<file path="src/rtl/dp_fifo_pkg.sv">
// Shared constants and types for the dual-port RAM FIFO controller.
// Sized for one 16x4 EBR RAM instance.
package dp_fifo_pkg;

    localparam int W             = 4;
    localparam int AW            = 4;
    localparam int DEPTH         = 1 << AW;
    localparam int AFULL_DEFAULT = 12;

    // One extra MSB on pointers and count distinguishes full from empty.
    typedef logic [AW:0] ptr_t;
    typedef logic [AW:0] cnt_t;

endpackage

</file>
<file path="src/rtl/dp_fifo_ptr.sv">
// FIFO pointer register: advances by one when enabled.
// The low bits wrap naturally; the MSB toggles on each wrap.
module dp_fifo_ptr
    import dp_fifo_pkg::*;
#(
    parameter int PTR_AW = AW
)(
    input  logic            clk,
    input  logic            reset,
    input  logic            en,
    output logic [PTR_AW:0] ptr
);

    always_ff @(posedge clk) begin
        if (reset) begin
            ptr <= '0;
        end else if (en) begin
            ptr <= ptr + 1'b1;
        end
    end

endmodule

</file>
<file path="src/rtl/dp_ram_fifo_ctrl.sv">
// Sequences a dual-port registered RAM as a synchronous FIFO, with
// occupancy flags, request-error pulses and read-side parity checking.
module dp_ram_fifo_ctrl
    import dp_fifo_pkg::*;
#(
    parameter int lpm_width        = W,
    parameter int lpm_widthad      = AW,
    parameter int lpm_parity_width = 1,
    parameter int AFULL_LEVEL      = AFULL_DEFAULT
)(
    input  logic                        Clock,
    input  logic                        Reset,
    input  logic                        Push,
    input  logic [lpm_width-1:0]        PushData,
    input  logic                        Pop,
    output logic [lpm_width-1:0]        PopData,
    output logic                        PopValid,
    output logic                        Full,
    output logic                        Empty,
    output logic                        AlmostFull,
    output logic [lpm_widthad:0]        Count,
    output logic                        Overflow,
    output logic                        Underflow,
    output logic                        ParityErr,
    input  logic                        ClearErr,
    output logic [lpm_width-1:0]        Data,
    output logic [lpm_widthad-1:0]      WrAddress,
    output logic                        WrEn,
    output logic [lpm_parity_width-1:0] EDI,
    output logic [lpm_widthad-1:0]      RdAddress,
    output logic                        RdEn,
    input  logic [lpm_width-1:0]        Q,
    input  logic [lpm_parity_width-1:0] EDO
);

    localparam int DEPTH_P = 1 << lpm_widthad;

    logic [lpm_widthad:0] wptr;
    logic [lpm_widthad:0] rptr;
    logic [lpm_widthad:0] count;
    logic                 push_ok;
    logic                 pop_ok;
    logic                 pop_valid;
    logic                 par_err;
    logic                 overflow;
    logic                 underflow;
    logic                 mismatch;

    // Flags come from the registered count, so accept decisions see pre-edge state only.
    assign Full       = (count == (lpm_widthad + 1)'(DEPTH_P));
    assign Empty      = (count == '0);
    assign AlmostFull = (count >= (lpm_widthad + 1)'(AFULL_LEVEL));

    assign push_ok = Push & ~Full;
    assign pop_ok  = Pop & ~Empty;

    assign Data      = PushData;
    assign WrAddress = wptr[lpm_widthad-1:0];
    assign WrEn      = push_ok;
    assign EDI       = {lpm_parity_width{^PushData}};
    assign RdAddress = rptr[lpm_widthad-1:0];
    assign RdEn      = pop_ok;

    assign PopData   = Q;
    assign PopValid  = pop_valid;
    assign Count     = count;
    assign Overflow  = overflow;
    assign Underflow = underflow;
    assign ParityErr = par_err;

    assign mismatch = pop_valid & ((^Q) != EDO[0]);

    dp_fifo_ptr #(.PTR_AW(lpm_widthad)) u_wr_ptr (
        .clk   (Clock),
        .reset (Reset),
        .en    (push_ok),
        .ptr   (wptr)
    );

    dp_fifo_ptr #(.PTR_AW(lpm_widthad)) u_rd_ptr (
        .clk   (Clock),
        .reset (Reset),
        .en    (pop_ok),
        .ptr   (rptr)
    );

    always_ff @(posedge Clock) begin
        if (Reset) begin
            count <= '0;
        end else if (push_ok & ~pop_ok) begin
            count <= count + 1'b1;
        end else if (pop_ok & ~push_ok) begin
            count <= count - 1'b1;
        end
    end

    // A read issued on the same edge as Reset never produces a PopValid strobe.
    always_ff @(posedge Clock) begin
        if (Reset) begin
            pop_valid <= 1'b0;
            overflow  <= 1'b0;
            underflow <= 1'b0;
        end else begin
            pop_valid <= pop_ok;
            overflow  <= Push & Full;
            underflow <= Pop & Empty;
        end
    end

    always_ff @(posedge Clock) begin
        if (Reset) begin
            par_err <= 1'b0;
        end else if (mismatch) begin
            par_err <= 1'b1;
        end else if (ClearErr) begin
            par_err <= 1'b0;
        end
    end

endmodule

</file>
<file path="config.mk">
export PLATFORM = sky130hd
export DESIGN_NAME = dp_ram_fifo_ctrl
export DESIGN_NICKNAME = d
export VERILOG_FILES = /design/src/rtl/dp_fifo_pkg.sv /design/src/rtl/dp_fifo_ptr.sv /design/src/rtl/dp_ram_fifo_ctrl.sv
export SDC_FILE = /design/constraint.sdc
export NUM_CORES = 1
export LEC_CHECK = 0
export CAP_MARGIN = 5
export CORE_ASPECT_RATIO = 0.6
export CORE_MARGIN = 4
export CORE_UTILIZATION = 25
export CTS_CLUSTER_DIAMETER = 40
export DETAILED_ROUTE_END_ITERATION = 7
export SETUP_SLACK_MARGIN = 0.4
export SYNTH_ARGS = -nofsm -noshare
export SYNTH_HDL_FRONTEND = slang
export SYNTH_SLANG_ARGS = --single-unit
</file>
<file path="constraint.sdc">
create_clock -name Clock -period 3.4 [get_ports Clock]
set_input_delay 0.34 -clock Clock [delete_from_list [all_inputs] [get_ports Clock]]
set_output_delay 0.34 -clock Clock [all_outputs]
set_load 0.01 [all_outputs]
</file>
=== After elaboration in Yosys (flattened, before gate mapping) ===
Index checks and enable logic that the tools add are counted.

* $add $sub $neg: 4
* Multipliers: 0
* Div/mod/pow operators: 0
* Magnitude comparators: 1
* Equality and inequality tests: 2
* Shift operators: 0
* Mux-type cells: 4
* Bitwise operators: 11
* Reduce and logical (&&, ||, !) cells: 5

{| class="wikitable"
|+ Operator list
! operator !! count
|-
| adder 5 x 1 -> 5 bit (second input constant) || 3
|-
| two-way mux 5 bit || 2
|-
| XOR reduction 4 bit || 2
|-
| AND 1 bit || 7
|-
| equality test 5 bit (second input constant) || 1
|-
| greater-or-equal comparator 5 x 4 -> 1 bit (second input constant) || 1
|-
| logical NOT 5 bit || 1
|-
| subtractor 5 x 1 -> 5 bit (second input constant) || 1
|-
| NOT 1 bit || 4
|-
| nonzero test 2 bit || 2
|-
| two-way mux 1 bit || 2
|-
| != test 1 bit || 1
|}

* Register bits after elaboration: 19
* Latch bits: 0
* RAM bits: 0
* Bits in read-only memories: 0
* Bits of input ports: 14
* Output and inout bits: 31
* Memories kept: 0

=== Logic depth before layout (Yosys ltp) ===
Gate-level depths: netlist (run 1).

* Depth in word-level cells: 7
* Depth in mapped cells: 9
* Mapped depth without buffers: 9

=== By module ===
From an unflattened synthesis (run 1), not the netlist that was laid out.

* Cell total of the unflattened synthesis: 117
* Area total of the unflattened synthesis: 1,121.1 µm²

{| class="wikitable"
|+ Modules (own cells, without submodules)
! module !! instances !! cells each !! area an instance (µm²) !! seq. area each (µm²)
|-
| dp_ram_fifo_ctrl || 1 || 73 || 625.6 || 180.2
|-
| dp_fifo_ptr || 2 || 22 || 247.7 || 100.1
|}

=== Worst setup path after synthesis (run 1) ===
No wires, ideal clock.

* Kind: flip-flop to flip-flop
* Start: reg count[0], in the netlist Count[0]
* End: reg count[4], in the netlist Count[4]
* Setup time: 0.121 ns
* Arrival time: 2.524 ns
* Required time: 3.279 ns
* Setup slack: 0.755 ns
* Cell stages (with the launch flop): 10
* Period minus slack after synthesis: 2.645 ns
* Path through: dfxtp_1 -> nor4_1 -> a21oi_1 -> ha_1 -> inv_1 -> ha_1 -> a21oi_1 -> a211oi_1 -> a31oi_1 -> mux2_2

* Cells in the longest elaborated chain, start to end: 6

{| class="wikitable"
|+ RTL lines
! item !! line !! source
|-
| start, declared || dp_ram_fifo_ctrl.sv:40 || <nowiki>logic [lpm_widthad:0] count;</nowiki>
|-
| start signal, assigned || dp_ram_fifo_ctrl.sv:91 || <nowiki>count <= count + 1'b1;</nowiki>
|-
| start signal, assigned || dp_ram_fifo_ctrl.sv:93 || <nowiki>count <= count - 1'b1;</nowiki>
|-
| equality test 5 bit (*) || dp_ram_fifo_ctrl.sv:50 || <nowiki>assign Full = (count == (lpm_widthad + 1)'(DEPTH_P));</nowiki>
|-
| NOT 1 bit (*) || dp_ram_fifo_ctrl.sv:54 || <nowiki>assign push_ok = Push & ~Full;</nowiki>
|-
| AND 1 bit (*) || dp_ram_fifo_ctrl.sv:54 ||
|-
| via WrEn || dp_ram_fifo_ctrl.sv:28 || <nowiki>output logic WrEn,</nowiki>
|-
| NOT 1 bit || dp_ram_fifo_ctrl.sv:92 || <nowiki>end else if (pop_ok & ~push_ok) begin</nowiki>
|-
| AND 1 bit || dp_ram_fifo_ctrl.sv:92 ||
|-
| nonzero test 2 bit (no source line) || - ||
|}

The timed path passes the listed nets; every way through them passes the cells marked *. The select of a mux whose other input is x is not followed.
A chain may end at the register's enable or synchronous reset.

=== Final worst setup path (run 1) ===
* Start: reg count[0], in the netlist Count[0]
* End: reg count[4], in the netlist Count[4]

* Cells in the longest elaborated chain, start to end: 6

{| class="wikitable"
|+ RTL lines
! item
|-
| parallel branches: the longest is 6 deep, another holds subtractor 5 x 1 -> 5 bit
|}

Several ways; the timed one is not identified. The select of a mux whose other input is x is not followed.

==> flow_summary.ini, run 1 <==
[run_status]
status = completed

[final_layout]
fin_cells = 187
synthToLayoutAreaGrowth_pct = 48.0
stdcell_area_sq_um = 1440
fin_nets = 162
final_layout_size_suffix_gt1_frac = 0.0571
insertedDiodeCount = 0

[sta]
fin_ws_ns = 0.577
setup_viol = 0
worst_slew_margin_rel = 0.497
finalHoldViolCount = 0
rsz0062_at_grt = false
finalSetupTns_ns = 0
fin_crit_ns = 2.82
worstMarginPinSlew_ns = 0.753
fmax_mhz = 354
report.final.slew_viol_count = 0
fin_skew_ns = 0.00256
fin_crit_sh = 0.830

[setup_path]
rrSetupSlack_ns = 0.58
worstPathMaxFanout = 6
crit_arrival_ns = 2.96
start_kind = flip-flop
startpoint = Count[0]$_SDFFE_PP0P_
path_common_cell = ha_1
slowest_delay_ns = 0.61
worst_r2r_path_depth = 9
r2r-end = Count[4]$_SDFFE_PP0P_
critPathKind = reg -> reg
required_ns = 3.54
crit_path_top_delay_cell = or4_4
r2r_start = Count[0]$_SDFFE_PP0P_
cp-end-kind = flip-flop
path_cells = or4_4 -> o21ai_4 -> ha_1 -> inv_1 -> ha_1 -> a21oi_1 -> a211oi_1 -> a31oi_1 -> mux2_2

[floorplanning]
ios = 45
die_h_um = 56.4
start_util = 0.263
dieArea_sq_um = 4990
fp.dieW_um = 88.6
fp.coreArea_sq_um = 3700
rows = 17

[synthesis]
synth_cells = 104
synth_edf_count = 0
yosysMostFrequentCell = nor2_1
ys_ff_latch = 17
ys_async_sr_fraction = 0
ys_seq_area_frac = 0.349
synth_fp_nets = 125
postSynthAreaPerCell_sq_um = 9.37
synth_ff_type = dfxtp_1
netlist.area_leader.share = 0.349
syn_area_sq_um = 975
ys_types = 31
yosys_warnings = 0
synthTopCellsByArea = dfxtp_1 (35%), ha_1 (7.7%), nor2_1 (6.9%)
synthTopCellsByCount = nor2_1 (18), dfxtp_1 (17), buf_4 (8)
synth_top_area_cell = dfxtp_1

[grt]
grt_pass1_wl_mm = 3.95
grt_overflow = 0
antenna_found_initial = 0
track_usage = 0.101
first_global_vias = 856
grt_max_degree = 21

[routing]
routed_wirelength_mm = 2.40
dr.pass1.iters = 4
via_per_inst = 4.56
vias = 852
drc = 0
antenna_left = 0
wl_per_cell_um = 12.8
drt-initial-drc-count = 45

[clocking]
clockRootBuffer = clkbuf_8
clock_path_buffers = 2
htree_num_levels = 1
cts_sinks = 17
cts_buffers = 3
cts_tree = built
clock_latency_ns = 0.25
path_clk_slew_ns = 0.07

[place]
port-buffer-count = 44
place_hpwl_mm = 1.92
place_ws_ns = 0.535
place_area_sq_um = 1390
gp_congestion = 0.760
place_inst = 183

[worst_hold_path]
hold_path_class = reg -> reg
whs_path_depth = 2
min_from = PopValid$_SDFF_PP0_
hold_end = ParityErr$_SDFFE_PP0P_

[power]
power_density_nw_per_um2 = 788
leakage_nw = 0.577
ir_worst_vdd_v = 0.000308

[flow_run]
cap_violations = 0
worst max-delay path by stage:
stage | end | slack [ns] | cells after the start
6_report | Count[4]$_SDFFE_PP0P_ | 0.58 | 9
5_1_grt | Count[4]$_SDFFE_PP0P_ | 0.41 | 9
4_1_cts | Count[4]$_SDFFE_PP0P_ | 0.53 | 9
3_5_place_dp | Count[4]$_SDFFE_PP0P_ | 0.53 | 10
3_3_place_gp | Count[4]$_SDFFE_PP0P_ | 0.65 | 10
2_1_floorplan | Count[4]$_SDFFE_PP0P_ | 0.76 | 9
worst max-delay path: cells and delay by family, from the launching register on:
kind	cells	cell delay [ns]
AOI/OAI and AO/OA	4	0.70
and+or+nand+nor	1	0.61
adders and majority gates	2	0.55
DFF	1	0.38
muxes	1	0.34
buffers and inverters	1	0.11
report_power, final:
| group | switching, mW | internal, mW |
|---|---|---|
| sequential | 0.0884 | 0.252 |
| combinational | 0.291 | 0.354 |
| clock | 0.0680 | 0.0831 |
cell type report:
cell class,instances,area [sq um]
clock buffers,4,45.0
fillers,390,2260
inverters,4,15.0
multi-input cells,71,543
flip-flops and latches,17,340
well taps,47,58.8
repair buffers,44,440
kinds of logic after synthesis:
family                   after synthesis  share of synthesized area
adder cells (fa/ha/maj)                7                     0.0976
buffers and inverters                 16                      0.100
multiplexers                           4                     0.0424
flip-flops                            17                      0.349
AND/OR/NAND/NOR                       32                      0.167
XOR/XNOR                              14                      0.140
AO/OA/AOI/OAI                         14                      0.104
placed cells by master (no fill, tap or decap), types with 2 or more instances in the layout:
master	instances
inv_1	4
mux2i_1	3
a211oi_1	3
nand3_1	2
o211ai_1	2
clkdlybuf4s50_1	44
dfxtp_1	17
clkbuf_8	3
nor2_1	18
nor2b_1	2
a21oi_1	5
xnor2_1	7
xor2_1	6
ha_1	6
metrics by stage:
| stage | hold WS (ns) | total power [mW] | util |
|---|---|---|---|
| 2_1_floorplan | 0.495 | 0.720 | - |
| 3_3_place_gp | 0.475 | 0.974 | 0.376 |
| 3_5_place_dp | 0.492 | 0.984 | 0.376 |
| 4_1_cts | 0.506 | 1.14 | 0.388 |
| 5_1_grt | 0.562 | 1.23 | 0.390 |
| 6_report | 0.497 | 1.14 | 0.390 |
layer usage:
layer	GRT usage	vias up	wire, um
met3	0.0513	4	238
li1	-	421	-
met2	0.164	32	1100
met1	0.122	395	1050
met4	0.0172	0	12
met5	0	-	0
state kept, by name (all words and copies together) (netlist names):
signal,flops
Count,5
u_rd_ptr.ptr,4
u_wr_ptr.ptr,4
Overflow,1
ParityErr,1
PopValid,1
Underflow,1
what timing repair did:
item                                    4_1_cts  5_1_grt
buffers inserted                              0        0
endpoints found under the setup margin        0        2
resized for setup                             0        1
hold endpoints to repair                      0        0
hold buffers                                  0        0
Power figures use the tool's default switching activity.
==> run 2: changes to the inputs <==
==> constraint.sdc (replaced) <==
create_clock -name Clock -period 2.69 [get_ports Clock]
set_input_delay 0.269 -clock Clock [delete_from_list [all_inputs] [get_ports Clock]]
set_output_delay 0.269 -clock Clock [all_outputs]
set_load 0.01 [all_outputs]
==> run 2 against run 1 <==
Register-to-register slack got worse by 0.38 ns. Count of clock-buffer cells in the layout decreased by 1. Via count increased by 3.6%. Combinational power increased by 83%.
==> flow_summary.ini, run 2 (same netlist as run 1, synthesis figures left out) <==
[setup_path]
cp_num_buf_inv = 1
path_cells = or4_4 -> o21ai_4 -> ha_4 -> inv_6 -> ha_1 -> a21o_2 -> a21oi_2 -> nor4bb_2 -> or3_1
cp-end-kind = flip-flop
start_kind = flip-flop
critPathKind = reg -> reg
crit_family = simple AND/OR/NAND/NOR gates
slowest_delay_ns = 0.56
worst_r2r_path_depth = 9
crit_arrival_ns = 2.69
r2r_start = Count[3]$_SDFFE_PP0P_
rrSetupSlack_ns = 0.20
worstPathMaxFanout = 5
required_ns = 2.89
crit_path_top_delay_cell = or4_4
r2r-end = Count[3]$_SDFFE_PP0P_

[final_layout]
register_area_sq_um = 353
layout_common_cells = clkdlybuf4s50_1 (43), nor2_1 (18), dfxtp_1 (13), buf_4 (9)
stdcell_area_sq_um = 1650
fin_nets = 173
final_layout_size_suffix_gt1_frac = 0.238
fin_cells = 198
insertedDiodeCount = 0
final_common_cell = clkdlybuf4s50_1
fill_cells = 359
multi_input_area_sq_um = 634
synthToLayoutAreaGrowth_pct = 68.8
largest_reg_flops = 5

[sta]
fmax_mhz = 402
whs_ns = 0.504
fin_crit_sh = 0.925
rsz0062_at_grt = true
worst_slew_margin_rel = 0.652
worstMarginPinSlew_ns = 0.522
report.final.slew_viol_count = 0
fin_skew_ns = 0.00773
finalSetupTns_ns = 0
setup_viol = 0
fin_crit_ns = 2.49
fin_ws_ns = 0.201
finalHoldViolCount = 0

[power]
leakage_nw = 0.665
ir_worst_vdd_v = 0.000448
power_density_nw_per_um2 = 1100

[grt]
grt_overflow = 0
grt_pass1_wl_mm = 4.17
first_global_vias = 861
track_usage = 0.107
antenna_found_initial = 0
grt_max_degree = 14

[place]
port-buffer-count = 44
place_area_sq_um = 1470
place_inst = 186
gp_congestion = 0.720
place_hpwl_mm = 2.07
place_ws_ns = 0.188

[routing]
routed_wirelength_mm = 2.80
drt-initial-drc-count = 30
antenna_left = 0
via_per_inst = 4.46
drc = 0
dr.pass1.iters = 4
vias = 883
wl_per_cell_um = 14.2

[clocking]
clock_latency_ns = 0.25
clock_path_buffers = 2
htree_num_levels = 1
cts_sinks = 17
clockRootBuffer = clkbuf_8
cts_buffers = 3
cts_tree = built
path_clk_slew_ns = 0.07

[floorplanning]
fp.dieW_um = 88.6
die_h_um = 56.4
fp.coreArea_sq_um = 3700
start_util = 0.263
rows = 17
ios = 45
dieArea_sq_um = 4990

[run_status]
status = completed

[worst_hold_path]
whs_path_depth = 2
hold_end = ParityErr$_SDFFE_PP0P_
min_from = PopValid$_SDFF_PP0_
hold_path_class = reg -> reg

[flow_run]
cap_violations = 0
[run 2: cell types whose count changed in the layout (fill, tap and decap cells not counted), moves of 2 or more]
cell / change
buf_6: +2
dfxtp_1: -4
ha_1: -3
buf_4: +9
a21oi_1: -3
ha_4: +3
dfxtp_4: +3
a21oi_2: +2
[run 2: cell type report]
| class | count | area share |
|---|---|---|
| clock buffer | 3 | 0.0251 |
| clock inverter | 1 | 0.00304 |
| timing repair buffer | 55 | 0.324 |
| inverter | 4 | 0.0122 |
| sequential | 17 | 0.214 |
| tap | 47 | 0.0357 |
| multi-input combinational | 71 | 0.386 |
[run 2: layer usage]
metal	routed length, um	global-route usage
met5	0	0
met4	14	0.0259
met3	169	0.0381
met2	1390	0.175
met1	1230	0.134
[run 2: worst max-delay path by stage]
stage | from | end | slack (ns) | cells after the start
floorplan | Count[3]$_SDFFE_PP0P_ | Count[4]$_SDFFE_PP0P_ | 0.20 | 9
global placement | Count[3]$_SDFFE_PP0P_ | Count[4]$_SDFFE_PP0P_ | 0.24 | 9
detailed placement | Count[3]$_SDFFE_PP0P_ | Count[4]$_SDFFE_PP0P_ | 0.19 | 9
CTS | Count[1]$_SDFFE_PP0P_ | Count[4]$_SDFFE_PP0P_ | 0.25 | 9
global route | Count[2]$_SDFFE_PP0P_ | Count[3]$_SDFFE_PP0P_ | 0.13 | 9
finish | Count[3]$_SDFFE_PP0P_ | Count[3]$_SDFFE_PP0P_ | 0.20 | 9
[run 2: tightest hold or removal path, stage by stage, from the launching register on]
cell and delay (ns):
dfxtp_1 0.32, a21oi_1 0.06, nor2_1 0.08
[run 2: through the flow]
step,utilization,power [mW]
after floorplan,-,0.995
after global placement,0.398,1.35
after detailed placement,0.398,1.38
after CTS,0.421,1.63
after global routing,0.445,1.93
final,0.445,1.81
[run 2: power by group]
group / internal [mW] / leakage (nW) / switching, mW
logic: 0.676 / 0.498 / 0.505
registers: 0.332 / 0.141 / 0.108
clock network: 0.103 / 0.0255 / 0.0880
[run 2: what timing repair did]
| action | 4_1_cts | 5_1_grt |
|---|---|---|
| gates resized for setup | 2 | 12 |
| pin swaps | 6 | 4 |
| setup endpoints to repair | 3 | 7 |
| setup buffers | 5 | 3 |
| hold buffers | 0 | 0 |
==> run 3: changes to the inputs <==
--- a/config.mk
+++ b/config.mk
@@ -8,10 +8,12 @@
 export CAP_MARGIN = 5
 export CORE_ASPECT_RATIO = 0.6
 export CORE_MARGIN = 4
-export CORE_UTILIZATION = 25
+export CORE_UTILIZATION = 40
 export CTS_CLUSTER_DIAMETER = 40
 export DETAILED_ROUTE_END_ITERATION = 7
+export PLACE_DENSITY = 0.78
 export SETUP_SLACK_MARGIN = 0.4
+export SKIP_LAST_GASP = 1
 export SYNTH_ARGS = -nofsm -noshare
 export SYNTH_HDL_FRONTEND = slang
 export SYNTH_SLANG_ARGS = --single-unit
==> run 3 against run 2 <==
Power down 1.6%. Via count down 2.0%. Clock power about the same. First-iteration DRC count up 20%. Sequential power down 1%. Non-clock buffer count did not move. Setup slack improved by 0.0012 ns. Critical endpoint unchanged. Routed wire length down 2.6%. Largest cell class unchanged.
==> flow_summary.ini, run 3 (same netlist as run 1, synthesis figures left out) <==
[clocking]
clock_path_buffers = 2
clock_latency_ns = 0.25
cts_tree = built
hold_buffers = 0
path_clk_slew_ns = 0.07
cts_buffers = 3
clockRootBuffer = clkbuf_8
cts_sinks = 17
htree_num_levels = 1

[sta]
fin_ws_ns = 0.202
finalSetupTns_ns = 0
fin_crit_ns = 2.49
whs_ns = 0.519
rsz0062_at_grt = true
setup_viol = 0
fin_crit_sh = 0.925
worst_slew_margin_rel = 0.520
report.final.slew_viol_count = 0
fin_skew_ns = 0.00717
fmax_mhz = 402
worstMarginPinSlew_ns = 0.717
finalHoldViolCount = 0

[setup_path]
slowest_delay_ns = 0.55
start_kind = flip-flop
cp_num_buf_inv = 1
cp-end-kind = flip-flop
crit_arrival_ns = 2.62
critPathKind = reg -> reg
worstPathMaxFanout = 5
path_cells = or4_4 -> o21ai_4 -> ha_4 -> inv_6 -> ha_1 -> a21o_2 -> a21oi_2 -> nor4_1 -> or3_1
crit_family = simple AND/OR/NAND/NOR gates
required_ns = 2.83
crit_path_top_delay_cell = or4_4

[place]
place_hpwl_mm = 1.93
place_area_sq_um = 1440
place_ws_ns = 0.153
gp_congestion = 0.861
port-buffer-count = 44

[floorplanning]
die_h_um = 46.2
rows = 13
dieArea_sq_um = 3320
start_util = 0.434
fp.dieW_um = 71.7
ios = 45
fp.coreArea_sq_um = 2240

[final_layout]
insertedDiodeCount = 0
final_common_cell = clkdlybuf4s50_1
fill_cells = 158
utilization = 0.717
fin_nets = 173
synthToLayoutAreaGrowth_pct = 65.1
stdcell_area_sq_um = 1610
final_layout_size_suffix_gt1_frac = 0.232
layout_common_cells = clkdlybuf4s50_1 (42), nor2_1 (18), dfxtp_1 (13), buf_4 (11), xnor2_1 (7)
largest_reg_flops = 5

[power]
leakage_nw = 0.668
power_density_nw_per_um2 = 1110
ir_worst_vdd_v = 0.000739

[flow_run]
cap_violations = 0

[routing]
vias = 865
routed_wirelength_mm = 2.73
drc = 0
wl_per_cell_um = 15.1
via_per_inst = 4.78
drt-initial-drc-count = 36
dr.pass1.iters = 4
antenna_left = 0

[grt]
grt_overflow = 0
antenna_found_initial = 0
first_global_vias = 867
track_usage = 0.171
grt_pass1_wl_mm = 4.26
grt_max_degree = 21

[worst_hold_path]
hold_path_class = reg -> reg

[run_status]
status = completed
## run 3: cell types whose count changed in the layout (fill, tap and decap cells not counted), sizes merged
cell | previous run | this run
dlymetal6s2s | 1 | 2
clkdlybuf4s50 | 43 | 42
## run 3: routing by layer
metal,wire (um),global-route usage
met4,33,0.0562
met1,1210,0.204
met5,0,0
met3,118,0.0632
met2,1370,0.292
## run 3: power by group
group | switching [mW] | internal (mW)
Sequential | 0.106 | 0.329
Combinational | 0.496 | 0.662
Clock | 0.0872 | 0.103
## run 3: final timing paths
kind                                      from                            to  slack, ns  cells past startpoint
setup / recovery         Count[3]$_SDFFE_PP0P_         Count[3]$_SDFFE_PP0P_       0.20                      9
hold / removal    u_rd_ptr.ptr[3]$_SDFFE_PP0P_  u_rd_ptr.ptr[3]$_SDFFE_PP0P_       0.52                      2
hold reg to reg   u_rd_ptr.ptr[3]$_SDFFE_PP0P_  u_rd_ptr.ptr[3]$_SDFFE_PP0P_       0.52                      2
setup reg to reg         Count[3]$_SDFFE_PP0P_         Count[3]$_SDFFE_PP0P_       0.20                      9
## run 3: per-stage QoR
step                      instances  power (mW)
final                           181        1.78
after global routing            181        1.92
after CTS                       177        1.67
after detailed placement        168        1.38
after global placement          168        1.35
after floorplan                 104       0.995
## run 3: layout make-up
cell class	instances	area [sq um]	share of cell area
multi-input cells	71	627	0.390
repair buffers	55	528	0.328
flip-flops and latches	17	350	0.218
clock buffers	3	41.3	0.0257
well taps	30	37.5	0.0233
inverters	4	20.0	0.0124
clock inverters	1	5.00	0.00311
## run 3: repair_timing
action,4_1_cts,5_1_grt
buffers inserted,5,4
pin swaps,5,7
endpoints found under the setup margin,4,6
cloned,0,0
gates resized for setup,4,7
## run 3: worst register-to-register path: stages (launching register included)
cell and delay [ns]:
dfxtp_4 0.34, or4_4 0.55, o21ai_4 0.19, ha_4 0.18
inv_6 0.05, ha_1 0.27, a21o_2 0.21, a21oi_2 0.14
nor4_1 0.05, or3_1 0.39
